==> src/rtl/muldiv_unit.sv <==
// Iterative RV32M multiply/divide unit: shift-add multiply and restoring divide on
// operand magnitudes, one bit per cycle, with divide-by-zero/overflow resolved at start.
module muldiv_unit #(
  parameter int WIDTH = 32,
  parameter int CNTW  = 6
) (
  input  logic             clk,
  input  logic             reset_n,
  input  logic             start,
  input  logic [2:0]       funct3,
  input  logic [WIDTH-1:0] rs1_data,
  input  logic [WIDTH-1:0] rs2_data,
  output logic             busy,
  output logic             done,
  output logic [WIDTH-1:0] result
);

  typedef enum logic [1:0] {S_IDLE, S_CALC, S_DONE} state_t;

  localparam logic [CNTW-1:0]  LAST    = CNTW'(WIDTH - 1);
  localparam logic [WIDTH-1:0] MIN_NEG = {1'b1, {(WIDTH-1){1'b0}}};

  state_t             state_q, state_d;
  logic [CNTW-1:0]    cnt_q, cnt_d;
  logic [2*WIDTH-1:0] acc_q, acc_d;
  logic [WIDTH-1:0]   b_q, b_d;
  logic [WIDTH-1:0]   result_q, result_d;
  logic [2:0]         op_q, op_d;
  logic               neg_q, neg_d;

  logic               is_div, a_signed, b_signed, a_sgn, b_sgn, neg_start;
  logic               div_zero, div_ovf;
  logic [WIDTH-1:0]   a_mag, b_mag, special_res;
  logic [WIDTH:0]     mul_sum, div_shift, div_diff;
  logic [2*WIDTH-1:0] mul_next, div_next, step, prod_fin;
  logic [WIDTH-1:0]   q_fin, r_fin, final_res;

  always_comb begin
    is_div    = funct3[2];
    a_signed  = is_div ? !funct3[0] : (funct3[1:0] != 2'b11);
    b_signed  = is_div ? !funct3[0] : !funct3[1];
    a_sgn     = a_signed & rs1_data[WIDTH-1];
    b_sgn     = b_signed & rs2_data[WIDTH-1];
    // Remainder takes the dividend's sign; every other result the xor of both.
    neg_start = (is_div & funct3[1]) ? a_sgn : (a_sgn ^ b_sgn);
    a_mag     = a_sgn ? (~rs1_data + 1'b1) : rs1_data;
    b_mag     = b_sgn ? (~rs2_data + 1'b1) : rs2_data;
    div_zero  = is_div && (rs2_data == '0);
    div_ovf   = is_div && !funct3[0] && (rs1_data == MIN_NEG) && (rs2_data == '1);
    if (div_zero) begin
      special_res = funct3[1] ? rs1_data : '1;
    end else begin
      special_res = funct3[1] ? '0 : MIN_NEG;
    end
  end

  always_comb begin
    mul_sum   = {1'b0, acc_q[2*WIDTH-1:WIDTH]} + (acc_q[0] ? {1'b0, b_q} : '0);
    mul_next  = {mul_sum, acc_q[WIDTH-1:1]};
    div_shift = acc_q[2*WIDTH-1:WIDTH-1];
    div_diff  = div_shift - {1'b0, b_q};
    if (div_diff[WIDTH]) begin
      div_next = {div_shift[WIDTH-1:0], acc_q[WIDTH-2:0], 1'b0};
    end else begin
      div_next = {div_diff[WIDTH-1:0], acc_q[WIDTH-2:0], 1'b1};
    end
    step     = op_q[2] ? div_next : mul_next;
    prod_fin = neg_q ? (~step + 1'b1) : step;
    q_fin    = neg_q ? (~step[WIDTH-1:0] + 1'b1) : step[WIDTH-1:0];
    r_fin    = neg_q ? (~step[2*WIDTH-1:WIDTH] + 1'b1) : step[2*WIDTH-1:WIDTH];
    case (op_q)
      3'd0:          final_res = prod_fin[WIDTH-1:0];
      3'd1, 3'd2, 3'd3: final_res = prod_fin[2*WIDTH-1:WIDTH];
      3'd4, 3'd5:    final_res = q_fin;
      default:       final_res = r_fin;
    endcase
  end

  always_comb begin
    state_d  = state_q;
    cnt_d    = cnt_q;
    acc_d    = acc_q;
    b_d      = b_q;
    op_d     = op_q;
    neg_d    = neg_q;
    result_d = result_q;
    case (state_q)
      S_IDLE: begin
        if (start) begin
          op_d  = funct3;
          neg_d = neg_start;
          cnt_d = '0;
          // Multiply walks the multiplier in the low half; divide shifts the dividend out of it.
          acc_d = {{WIDTH{1'b0}}, (is_div ? a_mag : b_mag)};
          b_d   = is_div ? b_mag : a_mag;
          if (div_zero || div_ovf) begin
            result_d = special_res;
            state_d  = S_DONE;
          end else begin
            state_d  = S_CALC;
          end
        end
      end
      S_CALC: begin
        acc_d = step;
        cnt_d = cnt_q + CNTW'(1);
        if (cnt_q == LAST) begin
          result_d = final_res;
          state_d  = S_DONE;
        end
      end
      S_DONE:  state_d = S_IDLE;
      default: state_d = S_IDLE;
    endcase
  end

  always_ff @(posedge clk) begin
    if (!reset_n) begin
      state_q  <= S_IDLE;
      cnt_q    <= '0;
      acc_q    <= '0;
      b_q      <= '0;
      op_q     <= '0;
      neg_q    <= 1'b0;
      result_q <= '0;
    end else begin
      state_q  <= state_d;
      cnt_q    <= cnt_d;
      acc_q    <= acc_d;
      b_q      <= b_d;
      op_q     <= op_d;
      neg_q    <= neg_d;
      result_q <= result_d;
    end
  end

  assign busy   = reset_n && (((state_q == S_IDLE) && start) || (state_q == S_CALC));
  assign done   = reset_n && (state_q == S_DONE);
  assign result = result_q;

endmodule

==> config.mk <==
export PLATFORM = sky130hd
export DESIGN_NAME = muldiv_unit
export DESIGN_NICKNAME = d
export VERILOG_FILES = /design/src/rtl/muldiv_unit.sv
export SDC_FILE = /design/constraint.sdc
export NUM_CORES = 1
export LEC_CHECK = 0
export ABC_CLOCK_PERIOD_IN_PS = 6700
export CAP_MARGIN = 20
export CORE_MARGIN = 5
export CORE_UTILIZATION = 40
export DETAILED_ROUTE_END_ITERATION = 16
export DONT_BUFFER_PORTS = 1
export PLACE_DENSITY = 0.57
export SLEW_MARGIN = 20
export SYNTH_ARGS = -nofsm -noshare
export SYNTH_HDL_FRONTEND = slang
export SYNTH_SLANG_ARGS = --single-unit
==> constraint.sdc <==
create_clock -name clk -period 6.7 [get_ports clk]
set_input_delay 0.335 -clock clk [delete_from_list [all_inputs] [get_ports clk]]
set_output_delay 0.335 -clock clk [all_outputs]
set_load 0.02 [all_outputs]
==> results.toml <==
[synth]
synth_cell_types = 84
synth-main-ff-cell = "dfxtp_1"
synth_edf_count = 0
synthArstFlopShare = 0
ys_seq_area_frac = 0.180
ys_seq_elements = 140
synth_nets = 2430
yosysWarnings = 0
synth_cells = 2288
syn_avg_cell_area_sq_um = 6.82
syn_area_sq_um = 15600

[sta]
setup_viol = 0
setup_tns_ns = 0
finalCriticalPeriod_ns = 6.30
finalHoldViolations = 0
hold_ws_ns = 0.0349
finalCritPeriodShare = 0.940
fin_ws_ns = 0.399
rsz0062_at_grt = "false"
worstMarginPinSlew_ns = 1.24
fmax_mhz = 159
worst_clock_skew_ns = 0.0131
drv_slew = 0
slew_headroom = 0.170

[route]
drc_errors = 0
wl_per_cell_microns = 25.4
drtIter0Drc = 2334
first_pass_iters = 6
routed-via-count = 17700
drt_wl_total_mm = 69.4
avgViaCountPerCell = 6.49
ant_nets = 0

[global_route]
overflow = 0
track_usage = 0.308
first_global_vias = 16500
antenna_found_initial = 4
grt_max_degree = 85
grt_pass1_wl_mm = 104

[placed_design]
gp_congestion = 0.992
dpl_worst_slack_ns = 0.150
portBuffers = 0
dp_hpwl_mm = 53.4

[worst_setup_path]
cp_max_fo = 22
path_cells = "inv_1 -> ha_1 -> inv_1 -> fa_1 -> a211oi_1 -> o211ai_1 -> a31o_2 -> o21ai_1 -> a21oi_2 -> nor2_4 -> nand2_1 -> a31oi_1 -> inv_1 -> ha_1 -> inv_1 -> a31oi_1 -> nand3_1 -> a211oi_2 -> nand2b_1 -> o31ai_2 -> xnor2_1 -> o221ai_1 -> a22o_1"
critical-path-top-delay-family = "compound AO/OA/AOI/OAI gates"
timing.rr.start = "acc_q[31]"
crit_type = "reg -> reg"
critPathBufInv = 4
required_ns = 7.03
cp.arrival_ns = 6.63
crit_top_cell = "inv_1"
reg2regPathDepth = 23
r2r_end = "result[24]"
ff2ff_setup_slack_ns = 0.40
cp_slowest_stage_delay_ns = 0.68
end_kind = "flip-flop"
slowest_stage = "a21oi_2"
worst_setup_path_start_kind = "flip-flop"

[run]
cap_viol_max_count = 0

[clock_network]
path_clk_slew_ns = 0.07
clockBufferDepth = 2
ctsHtreeMaxLevel = 4
cts_root_buf = "clkbuf_16"
cts_made_buffers = 17
cts_tree = "done"
cts_sinks = 140
insertion_delay_ns = 0.44

[floorplanning]
initial_core_util = 0.404
num_io_pins = 104
fp.dieH_microns = 208
fp.dieArea_sq_um = 43100
rows = 72
coreArea_sq_um = 38600
die_width_microns = 208

[cells_and_area]
fin_nets = 2340
fillCellCount = 4051
antennaDiodeCount = 0
area_growth_syn_to_layout_pct = 6.78
drive_gt1_frac = 0.0683

[hold_path]
holdPathEnd = "cnt_q[3]"
holdPathStages = 2
hp-class = "in -> reg"
worstHoldStart = "reset_n"

[pwr]
power_density_nw_per_um2 = 208
vdd_drop_max_mv = 0.119
p_leak_nw = 6.25

[outcome]
status = "finished, final reports clean"
[through the flow]
stage	instances	utilization	cell area (sq um)	power, mW
finish	2729	0.431	16700	3.47
global route	2729	0.431	16700	3.63
CTS	2726	0.430	16600	3.44
detailed placement	2694	0.414	16000	2.39
global placement	2693	0.414	16000	2.38
floorplan	2288	-	15600	1.96
[where the power goes]
group          switching, mW  internal (mW)
registers             0.0872          0.889
logic                  0.963          0.482
clock network          0.436          0.616
total                   1.49           1.99
[registers in the layout, summed over array words and instances, names as in the netlist]
name     count
acc_q       64
result      32
cnt_q        6
op_q         3
b_q         32
neg_q        1
state_q      2
[repair_timing]
| item | in CTS | in global routing |
|---|---|---|
| gates resized for setup | 0 | 1 |
| buffers inserted | 0 | 3 |
| setup endpoints to repair | 0 | 6 |
| hold buffers | 0 | 0 |
[worst max path at each step]
stage,startpoint,endpoint,cells past startpoint
CTS,acc_q[31],result[24],23
floorplan,op_q[2],result[26],19
finish,acc_q[31],result[24],23
global route,b_q[25],result[24],20
global placement,acc_q[31],result[24],23
detailed placement,acc_q[31],result[24],23
[area by class of cell]
class	instances	area [sq um]	share of cell area
Timing Repair Buffer	47	350	0.0210
Clock buffer	19	453	0.0272
Multi-Input combinational cell	1924	12000	0.719
Clock inverter	13	174	0.0104
Sequential cell	140	2810	0.168
Inverter	68	256	0.0154
Tap cell	518	648	0.0389
[logic make-up after synthesis]
family          after synthesis  share of synthesized area
compound gates              772                      0.314
xor+xnor                    158                     0.0886
fa+ha+maj                    72                     0.0587
buf+inv                     224                     0.0555
flops                       140                      0.180
mux                          70                     0.0474
simple gates                852                      0.256
[cells in the final DEF, fill, tap and decap left out, types with 22 or more instances in the layout]
| cell | n |
|---|---|
| xnor2_1 | 88 |
| mux2i_1 | 47 |
| nor4_1 | 22 |
| a22oi_1 | 35 |
| nand2b_1 | 23 |
| xor2_1 | 70 |
| ha_1 | 70 |
| o211ai_1 | 58 |
| inv_1 | 64 |
| o31ai_1 | 26 |
| nor3_1 | 69 |
| a21oi_1 | 247 |
| o21ai_0 | 153 |
| a21o_1 | 28 |
| nand2_1 | 221 |
| nand3_1 | 48 |
| a211oi_1 | 27 |
| buf_4 | 46 |
| dfxtp_1 | 138 |
| nor2_1 | 299 |
| nand4_1 | 28 |
| a31oi_1 | 36 |
| and2_1 | 46 |
[synthesized netlist by cell type, drive strengths merged, types with 8 or more instances]
| cell | instances | area [sq um] |
|---|---|---|
| nor2 | 301 | 1140 |
| a21oi | 249 | 1250 |
| nand2 | 222 | 833 |
| o21ai | 162 | 822 |
| dfxtp | 140 | 2800 |
| clkbuf | 120 | 450 |
| xnor2 | 88 | 771 |
| nor3 | 71 | 372 |
| ha | 70 | 876 |
| xor2 | 70 | 613 |
| inv | 65 | 244 |
| o211ai | 58 | 435 |
| and2 | 48 | 300 |
| nand3 | 48 | 240 |
| mux2i | 47 | 470 |
| a31oi | 36 | 225 |
| buf | 36 | 160 |
| a22oi | 35 | 263 |
| a211oi | 29 | 218 |
| a21o | 28 | 210 |
| nand4 | 28 | 175 |
| o31ai | 27 | 208 |
| nand2b | 24 | 150 |
| mux2 | 23 | 270 |
| nor4 | 23 | 144 |
| a221oi | 20 | 181 |
| or3 | 19 | 119 |
| a311oi | 14 | 123 |
| o221ai | 14 | 123 |
| or2 | 14 | 87.6 |
| o21a | 13 | 97.6 |
| or4 | 13 | 101 |
| o22ai | 11 | 68.8 |
| and3 | 10 | 62.6 |
| a22o | 9 | 78.8 |
| nand3b | 8 | 60.1 |
[per-layer routing]
metal  wire length [microns]  GRT usage  vias to the layer above
met3                    6860     0.0777                      179
met4                    4660      0.171                        0
met2                   29300      0.463                      920
li1                        -          -                     8200
met1                   28600      0.404                     8419
met5                       0          0                        -
Note: power is estimated with default switching activity, not from simulation.
